==> config.mk <==
export PLATFORM = sky130hd
export DESIGN_NAME = input_conditioner_flat
export DESIGN_NICKNAME = d
export VERILOG_FILES = /design/src/rtl/input_conditioner_pkg.sv /design/src/rtl/input_conditioner_if.sv /design/src/rtl/input_conditioner_debounce_channel.sv /design/src/rtl/input_conditioner.sv /design/src/flat_wrapper.sv
export SDC_FILE = /design/constraint.sdc
export NUM_CORES = 1
export LEC_CHECK = 0
export BUFFER_PORTS_ARGS = -buffer_cell sky130_fd_sc_hd__buf_2
export CAP_MARGIN = 20
export CORE_MARGIN = 3
export CORE_UTILIZATION = 45
export CTS_CLUSTER_DIAMETER = 50
export DETAILED_ROUTE_END_ITERATION = 12
export SKIP_CTS_REPAIR_TIMING = 1
export SYNTH_ARGS = -nofsm -noshare
export SYNTH_HDL_FRONTEND = slang
export SYNTH_SLANG_ARGS = --single-unit
==> constraint.sdc <==
create_clock -name CLK -period 2.8 [get_ports CLK]
set_clock_uncertainty 0.2 [all_clocks]
set_input_delay 0.42 -clock CLK [delete_from_list [all_inputs] [get_ports CLK]]
set_output_delay 0.42 -clock CLK [all_outputs]
set_load 0.01 [all_outputs]
==> src/rtl/input_conditioner_pkg.sv <==
// Shared definitions for the input conditioner.
//   - chan_state_e : per-channel debounce FSM state encoding
//   - DEBOUNCE_CYCLES_DEFAULT : default hold time (10 ms at 50 MHz)
//   - SW_IN / SW_OUT : bit positions of the entering / leaving switches
package input_conditioner_pkg;

  // Waiting for a change (StStable) or timing a candidate change (StCheck).
  typedef enum logic {
    StStable = 1'b0,
    StCheck  = 1'b1
  } chan_state_e;

  localparam int unsigned DEBOUNCE_CYCLES_DEFAULT = 500000;
  localparam int unsigned CNT_W_DEFAULT           = 19;

  localparam int unsigned SW_IN  = 1;
  localparam int unsigned SW_OUT = 0;

endpackage

==> src/rtl/input_conditioner_if.sv <==
// Bundle of raw board inputs and conditioned outputs of the input conditioner.
//   SW_RAW[1:0]   raw switches, [1] = entering, [0] = leaving
//   KEY_RAW       raw push-button, active-low
//   SW_CLEAN      debounced switch levels
//   SW_RISE/FALL  one-cycle edge pulses of SW_CLEAN
//   KEY_PRESSED   debounced button level, 1 = held
//   KEY_PULSE     one-cycle pulse on debounced press
//   BOTH_SW       registered SW_CLEAN[1] & SW_CLEAN[0]
// master: drives the raw inputs (board / bench side).
// slave : the conditioner itself.
interface input_conditioner_if;

  logic [1:0] SW_RAW;
  logic       KEY_RAW;
  logic [1:0] SW_CLEAN;
  logic [1:0] SW_RISE;
  logic [1:0] SW_FALL;
  logic       KEY_PRESSED;
  logic       KEY_PULSE;
  logic       BOTH_SW;

  modport master (
    output SW_RAW,
    output KEY_RAW,
    input  SW_CLEAN,
    input  SW_RISE,
    input  SW_FALL,
    input  KEY_PRESSED,
    input  KEY_PULSE,
    input  BOTH_SW
  );

  modport slave (
    input  SW_RAW,
    input  KEY_RAW,
    output SW_CLEAN,
    output SW_RISE,
    output SW_FALL,
    output KEY_PRESSED,
    output KEY_PULSE,
    output BOTH_SW
  );

endinterface

==> src/rtl/input_conditioner_debounce_channel.sv <==
// One debounce channel: 2-flop synchronizer, STABLE/CHECK FSM with hold
// counter, clean level register and registered one-cycle rise/fall pulses.
//   clk    system clock, rising edge
//   rst    asynchronous active-high reset
//   raw    asynchronous input bit
//   clean  debounced level
//   rise   one-cycle pulse when clean goes 0->1
//   fall   one-cycle pulse when clean goes 1->0
// SYNC_RST_VAL sets the synchronizer reset value; INVERT flips the
// synchronized bit so an active-low source is seen as active-high.
module debounce_channel
  import input_conditioner_pkg::*;
#(
  parameter int unsigned DEBOUNCE_CYCLES = DEBOUNCE_CYCLES_DEFAULT,
  parameter int unsigned CNT_W           = CNT_W_DEFAULT,
  parameter bit          SYNC_RST_VAL    = 1'b0,
  parameter bit          INVERT          = 1'b0
) (
  input  logic clk,
  input  logic rst,
  input  logic raw,
  output logic clean,
  output logic rise,
  output logic fall
);

  if (DEBOUNCE_CYCLES < 2) begin : g_bad_cycles
    $error("DEBOUNCE_CYCLES must be >= 2");
  end
  if ((64'd1 << CNT_W) < 64'(DEBOUNCE_CYCLES)) begin : g_bad_width
    $error("CNT_W too narrow for DEBOUNCE_CYCLES");
  end

  localparam logic [CNT_W-1:0] CntLast = CNT_W'(DEBOUNCE_CYCLES - 1);

  logic             sync1_q, sync2_q;
  logic             level;
  chan_state_e      state_q, state_d;
  logic [CNT_W-1:0] cnt_q, cnt_d;
  logic             clean_q, clean_d;
  logic             rise_q, rise_d;
  logic             fall_q, fall_d;

  // Inversion happens after the synchronizer so the flops still reset to
  // the source's idle level.
  assign level = INVERT ? ~sync2_q : sync2_q;

  always_ff @(posedge clk or posedge rst) begin
    if (rst) begin
      sync1_q <= SYNC_RST_VAL;
      sync2_q <= SYNC_RST_VAL;
      state_q <= StStable;
      cnt_q   <= '0;
      clean_q <= 1'b0;
      rise_q  <= 1'b0;
      fall_q  <= 1'b0;
    end else begin
      sync1_q <= raw;
      sync2_q <= sync1_q;
      state_q <= state_d;
      cnt_q   <= cnt_d;
      clean_q <= clean_d;
      rise_q  <= rise_d;
      fall_q  <= fall_d;
    end
  end

  always_comb begin
    state_d = state_q;
    cnt_d   = cnt_q;
    clean_d = clean_q;
    rise_d  = 1'b0;
    fall_d  = 1'b0;
    unique case (state_q)
      StStable: begin
        if (level != clean_q) begin
          state_d = StCheck;
          cnt_d   = '0;
        end
      end
      StCheck: begin
        if (level == clean_q) begin
          // Glitch: input went back before the hold time elapsed.
          state_d = StStable;
        end else if (cnt_q == CntLast) begin
          clean_d = ~clean_q;
          rise_d  = ~clean_q;
          fall_d  = clean_q;
          state_d = StStable;
        end else begin
          cnt_d = cnt_q + CNT_W'(1);
        end
      end
      default: state_d = StStable;
    endcase
  end

  assign clean = clean_q;
  assign rise  = rise_q;
  assign fall  = fall_q;

endmodule

==> src/rtl/input_conditioner.sv <==
// Front-end conditioner for the entry/exit control FSM. Synchronizes and
// debounces two slide switches and the active-low push-button, producing
// clean levels and one-cycle edge pulses.
//   CLK  system clock, rising edge
//   RST  asynchronous active-high reset
//   io   input_conditioner_if.slave (raw inputs in, conditioned outputs out)
// The KEY channel inverts after synchronization (flops reset to released);
// only its press pulse is exported. BOTH_SW is SW_CLEAN[1] & SW_CLEAN[0]
// delayed by one register.
module input_conditioner
  import input_conditioner_pkg::*;
#(
  parameter int unsigned DEBOUNCE_CYCLES = DEBOUNCE_CYCLES_DEFAULT,
  parameter int unsigned CNT_W           = CNT_W_DEFAULT
) (
  input logic                   CLK,
  input logic                   RST,
  input_conditioner_if.slave    io
);

  logic [1:0] sw_clean;
  logic [1:0] sw_rise;
  logic [1:0] sw_fall;
  logic       key_clean;
  logic       key_rise;
  logic       key_fall_unused;
  logic       both_q;

  debounce_channel #(
    .DEBOUNCE_CYCLES (DEBOUNCE_CYCLES),
    .CNT_W           (CNT_W),
    .SYNC_RST_VAL    (1'b0),
    .INVERT          (1'b0)
  ) u_sw_in (
    .clk   (CLK),
    .rst   (RST),
    .raw   (io.SW_RAW[SW_IN]),
    .clean (sw_clean[SW_IN]),
    .rise  (sw_rise[SW_IN]),
    .fall  (sw_fall[SW_IN])
  );

  debounce_channel #(
    .DEBOUNCE_CYCLES (DEBOUNCE_CYCLES),
    .CNT_W           (CNT_W),
    .SYNC_RST_VAL    (1'b0),
    .INVERT          (1'b0)
  ) u_sw_out (
    .clk   (CLK),
    .rst   (RST),
    .raw   (io.SW_RAW[SW_OUT]),
    .clean (sw_clean[SW_OUT]),
    .rise  (sw_rise[SW_OUT]),
    .fall  (sw_fall[SW_OUT])
  );

  // Button is active-low on the board: synchronizer idles at 1 (released),
  // then the channel sees 1 = pressed.
  debounce_channel #(
    .DEBOUNCE_CYCLES (DEBOUNCE_CYCLES),
    .CNT_W           (CNT_W),
    .SYNC_RST_VAL    (1'b1),
    .INVERT          (1'b1)
  ) u_key (
    .clk   (CLK),
    .rst   (RST),
    .raw   (io.KEY_RAW),
    .clean (key_clean),
    .rise  (key_rise),
    .fall  (key_fall_unused)
  );

  always_ff @(posedge CLK or posedge RST) begin
    if (RST) begin
      both_q <= 1'b0;
    end else begin
      both_q <= sw_clean[SW_IN] & sw_clean[SW_OUT];
    end
  end

  assign io.SW_CLEAN    = sw_clean;
  assign io.SW_RISE     = sw_rise;
  assign io.SW_FALL     = sw_fall;
  assign io.KEY_PRESSED = key_clean;
  assign io.KEY_PULSE   = key_rise;
  assign io.BOTH_SW     = both_q;

endmodule

==> src/flat_wrapper.sv <==
// flat-port wrapper written by rule: the top's interface ports become plain ports
module input_conditioner_flat import input_conditioner_pkg::*;
#(
  parameter int unsigned DEBOUNCE_CYCLES = DEBOUNCE_CYCLES_DEFAULT,
  parameter int unsigned CNT_W           = CNT_W_DEFAULT
)
  (CLK, RST, io_SW_RAW, io_KEY_RAW, io_SW_CLEAN, io_SW_RISE, io_SW_FALL, io_KEY_PRESSED, io_KEY_PULSE, io_BOTH_SW);
  input_conditioner_if io_i ();
  input logic CLK;
  input logic RST;
  input wire logic [$bits(io_i.SW_RAW)-1:0] io_SW_RAW;
  input wire logic [$bits(io_i.KEY_RAW)-1:0] io_KEY_RAW;
  output wire logic [$bits(io_i.SW_CLEAN)-1:0] io_SW_CLEAN;
  output wire logic [$bits(io_i.SW_RISE)-1:0] io_SW_RISE;
  output wire logic [$bits(io_i.SW_FALL)-1:0] io_SW_FALL;
  output wire logic [$bits(io_i.KEY_PRESSED)-1:0] io_KEY_PRESSED;
  output wire logic [$bits(io_i.KEY_PULSE)-1:0] io_KEY_PULSE;
  output wire logic [$bits(io_i.BOTH_SW)-1:0] io_BOTH_SW;
  assign io_i.SW_RAW = io_SW_RAW;
  assign io_i.KEY_RAW = io_KEY_RAW;
  assign io_SW_CLEAN = io_i.SW_CLEAN;
  assign io_SW_RISE = io_i.SW_RISE;
  assign io_SW_FALL = io_i.SW_FALL;
  assign io_KEY_PRESSED = io_i.KEY_PRESSED;
  assign io_KEY_PULSE = io_i.KEY_PULSE;
  assign io_BOTH_SW = io_i.BOTH_SW;
  input_conditioner #(.DEBOUNCE_CYCLES(DEBOUNCE_CYCLES), .CNT_W(CNT_W)) u_core (.CLK(CLK), .RST(RST), .io(io_i));
endmodule
==> reports/qor.yml <==
outcome:
  status: "finished clean"
worst_setup_path:
  crit_chain: "or4b_1 > or3_4 > o31ai_4 > buf_4 > a21oi_1 > o21ai_0"
  worst-setup-path-type: "reg2reg"
  critPathTopFamily: "simple AND/OR/NAND/NOR gates"
  worstPathArrival_ns: 2.54
  cp-start-kind: "register"
  crit_buf_inv: 1
  max_stage_delay_ns: 0.52
  slowest_stage: "or4b_1"
  path_max_fanout: 12
  end_kind: "register"
  required_ns: 2.86
detailed_routing:
  post_drt_wl_per_cell_um: 14.1
  wl_met1_um: 3880
  firstDrtPassIters: 4
  highest_layer: "met4"
  final_antenna_net_count: 0
  drt-total-wl_um: 7670
  wl_met3_um: 255
  drc: 0
  vias: 3084
  wl_met2_um: 3460
  viasPerCell: 5.65
  drt_iter0_markers: 118
floorplan:
  start_util_pct: 46.9
  die_w_um: 99.0
  core_um2: 8300
  pin_count: 14
  fp.dieArea_um2: 9790
  fp-row-count: 33
  die_y_um: 99.0
sta:
  tightest_slew_ns: 0.677
  hold_viol: 0
  drv_slew: 0
  setup_ws_ns: 0.315
  finalSetupViolations: 0
  fin_crit_sh_pct: 88.8
  setup_tns_ns: 0
  rsz0062_at_grt: "no"
  slew-limit-headroom_pct: 54.9
  fin_crit_ns: 2.49
  maxClockFrequency_ghz: 0.402
power_and_ir_drop:
  p_int_uw: 1560
  power_switching_uw: 518
  p_leak_uw: 0.00173
  seq_power_share_pct: 54.2
  worst_ir_drop_vdd_mv: 0.266
  pwr_density_cell_nw_per_um2: 486
  power_frac_clock_pct: 39.9
  comb_power_share_pct: 5.9
  swShare_pct: 24.9
finish:
  diodes: 0
  fin_area_um2: 4280
  reg_top3: "u_core.u_key.cnt_q x19, u_core.u_sw_in.cnt_q x19, u_core.u_sw_out.cnt_q x19"
  areaGrowthSynthToFinish_pct: 10.0
  drive_gt1_share_pct: 11.8
  fin_util_pct: 51.6
  nNetsFinal: 444
  fillers: 768
logic_synthesis:
  synth_area_um2: 3890
  synth_seq_cells: 75
  yosys.area.top_type: "dfrtp_1"
  synthArstFlopShare_pct: 100
  synth_cell_type_count: 49
  synth_nets: 428
  synth-edff-count: 0
  ys_seq_area_share_pct: 48.3
  yosysWarnings: 0
  synth_most_common_cell: "dfrtp_1"
  avgSynthCellArea_um2: 9.26
  synthTopCellsByArea: "dfrtp_1 47%, nand2_1 5.6%, nand3_1 5.0%, o21ai_0 4.5%, nand4_1 2.7%"
  ys_top_cells_by_count: "73 x dfrtp_1, 58 x nand2_1, 39 x nand3_1, 35 x o21ai_0, 23 x inv_1"
  postSynthCellCount: 420
  yosysTopAreaCellShare_pct: 47.0
  synthFlopType: "dfrtp_1"
clocking:
  clock-root-buffer: "clkbuf_8"
  max-clock-path-buffers: 2
  path_clk_slew_ns: 0.08
  cts_max_level: 3
  clk_latency_ns: 0.34
  clock_sink_count: 75
  numCtsBuffers: 9
  cts_tree: "yes"
grt:
  grt_max_degree: 42
  antenna_found_initial: 0
  grt_pass1_vias: 2934
  grt_pass1_wl_um: 13900
  grt_overflow: 0
  track_usage_pct: 17.1
min_path:
  min_path_type: "reg2reg"
placement:
  dpl.hpwl_um: 5130
  placed_area_um2: 4050
  pre_cts_ws_ns: 0.317
  gp_congestion: 0.825
  io_buffers: 13
flow_run:
  drv_cap: 0
through the flow:
stage,total power (uW),std cells,hold slack [ns]
2_1_floorplan,1230,420,0.131
3_3_place_gp,1260,526,0.132
3_5_place_dp,1270,526,0.136
4_1_cts,2110,542,-0.0664
5_1_grt,2180,546,0.162
6_report,2080,546,0.153
cell usage in the layout, fill, tap and decap left out, types with 6 or more instances in the layout:
master    netlist  layout
buf_2           0      13
and3_1          8       8
nor3_1         10      10
buf_4           6       9
clkbuf_8        2       9
nand2_1        58      58
or3_1          15      15
mux2i_1         7       7
o311ai_0       11      11
inv_1          23      22
o21ai_0        35      35
nand4_1        17      17
dfrtp_1        73      73
xor2_1          7       7
nand3_1        39      39
nor2_1         10      10
a21oi_1        20      20
and2_1          6       6
metal layers:
layer,GRT usage (%),vias up
met2,26.7,45
li1,-,1563
met5,0,-
met1,23.7,1471
met4,5.04,0
met3,3.96,5
kinds of logic (layout without fill, tap and decap cells):
family | Yosys count | in the layout | share of synthesized area, %
muxes | 9 | 9 | 2.38
DFF | 75 | 75 | 48.3
adders and majority gates | 3 | 3 | 0.965
and+or+nand+nor | 186 | 186 | 25.1
buffers and inverters | 45 | 66 | 5.66
xor gates and xnor gates | 11 | 11 | 2.48
AOI/OAI and AO/OA | 91 | 91 | 15.1
path summary, 6_finish.rpt:
| check | endpoint | startpoint | slack [ns] | depth (start not counted) |
|---|---|---|---|---|
| worst min register to register | u_core.u_sw_out.level$_DFF_PP0_ | u_core.u_sw_out.sync1_q$_DFF_PP0_ | 0.15 | 0 |
| worst max-delay path | u_core.u_key.cnt_q[16]$_DFFE_PP0P_ | u_core.u_key.cnt_q[12]$_DFFE_PP0P_ | 0.31 | 6 |
| worst min-delay path | u_core.u_sw_out.level$_DFF_PP0_ | u_core.u_sw_out.sync1_q$_DFF_PP0_ | 0.15 | 0 |
| max in group asynchronous | u_core.u_sw_out.clean$_DFFE_PP0P_ | RST | 1.31 | 4 |
| worst max register to register | u_core.u_key.cnt_q[16]$_DFFE_PP0P_ | u_core.u_key.cnt_q[12]$_DFFE_PP0P_ | 0.31 | 6 |
| min in group asynchronous | u_core.u_key.cnt_q[18]$_DFFE_PP0P_ | RST | 0.47 | 3 |
layout make-up:
cell class	instances	area (um^2)	area share, %
inverter	23	87.6	2.05
clock buffer	10	128	2.98
tap	105	131	3.07
multi-input combinational	300	1790	41.9
sequential	75	1880	43.9
clock inverter	6	66.3	1.55
timing repair buffer	27	193	4.50
worst register-to-register path, stage by stage (launching register included):
cell and delay (ns):
dfrtp_1 0.40, or4b_1 0.52, or3_4 0.37, o31ai_4 0.38, buf_4 0.27, a21oi_1 0.06
o21ai_0 0.20
power groups by stage:
stage               combinational [uW]  sequential (uW)  clock [uW]
global route                       140             1130         910
global placement                   118             1150           0
finish                             123             1130         831
CTS                                121             1130         859
floorplan                         88.5             1140           0
detailed placement                 120             1150           0
Note: power is estimated with default switching activity, not from simulation.
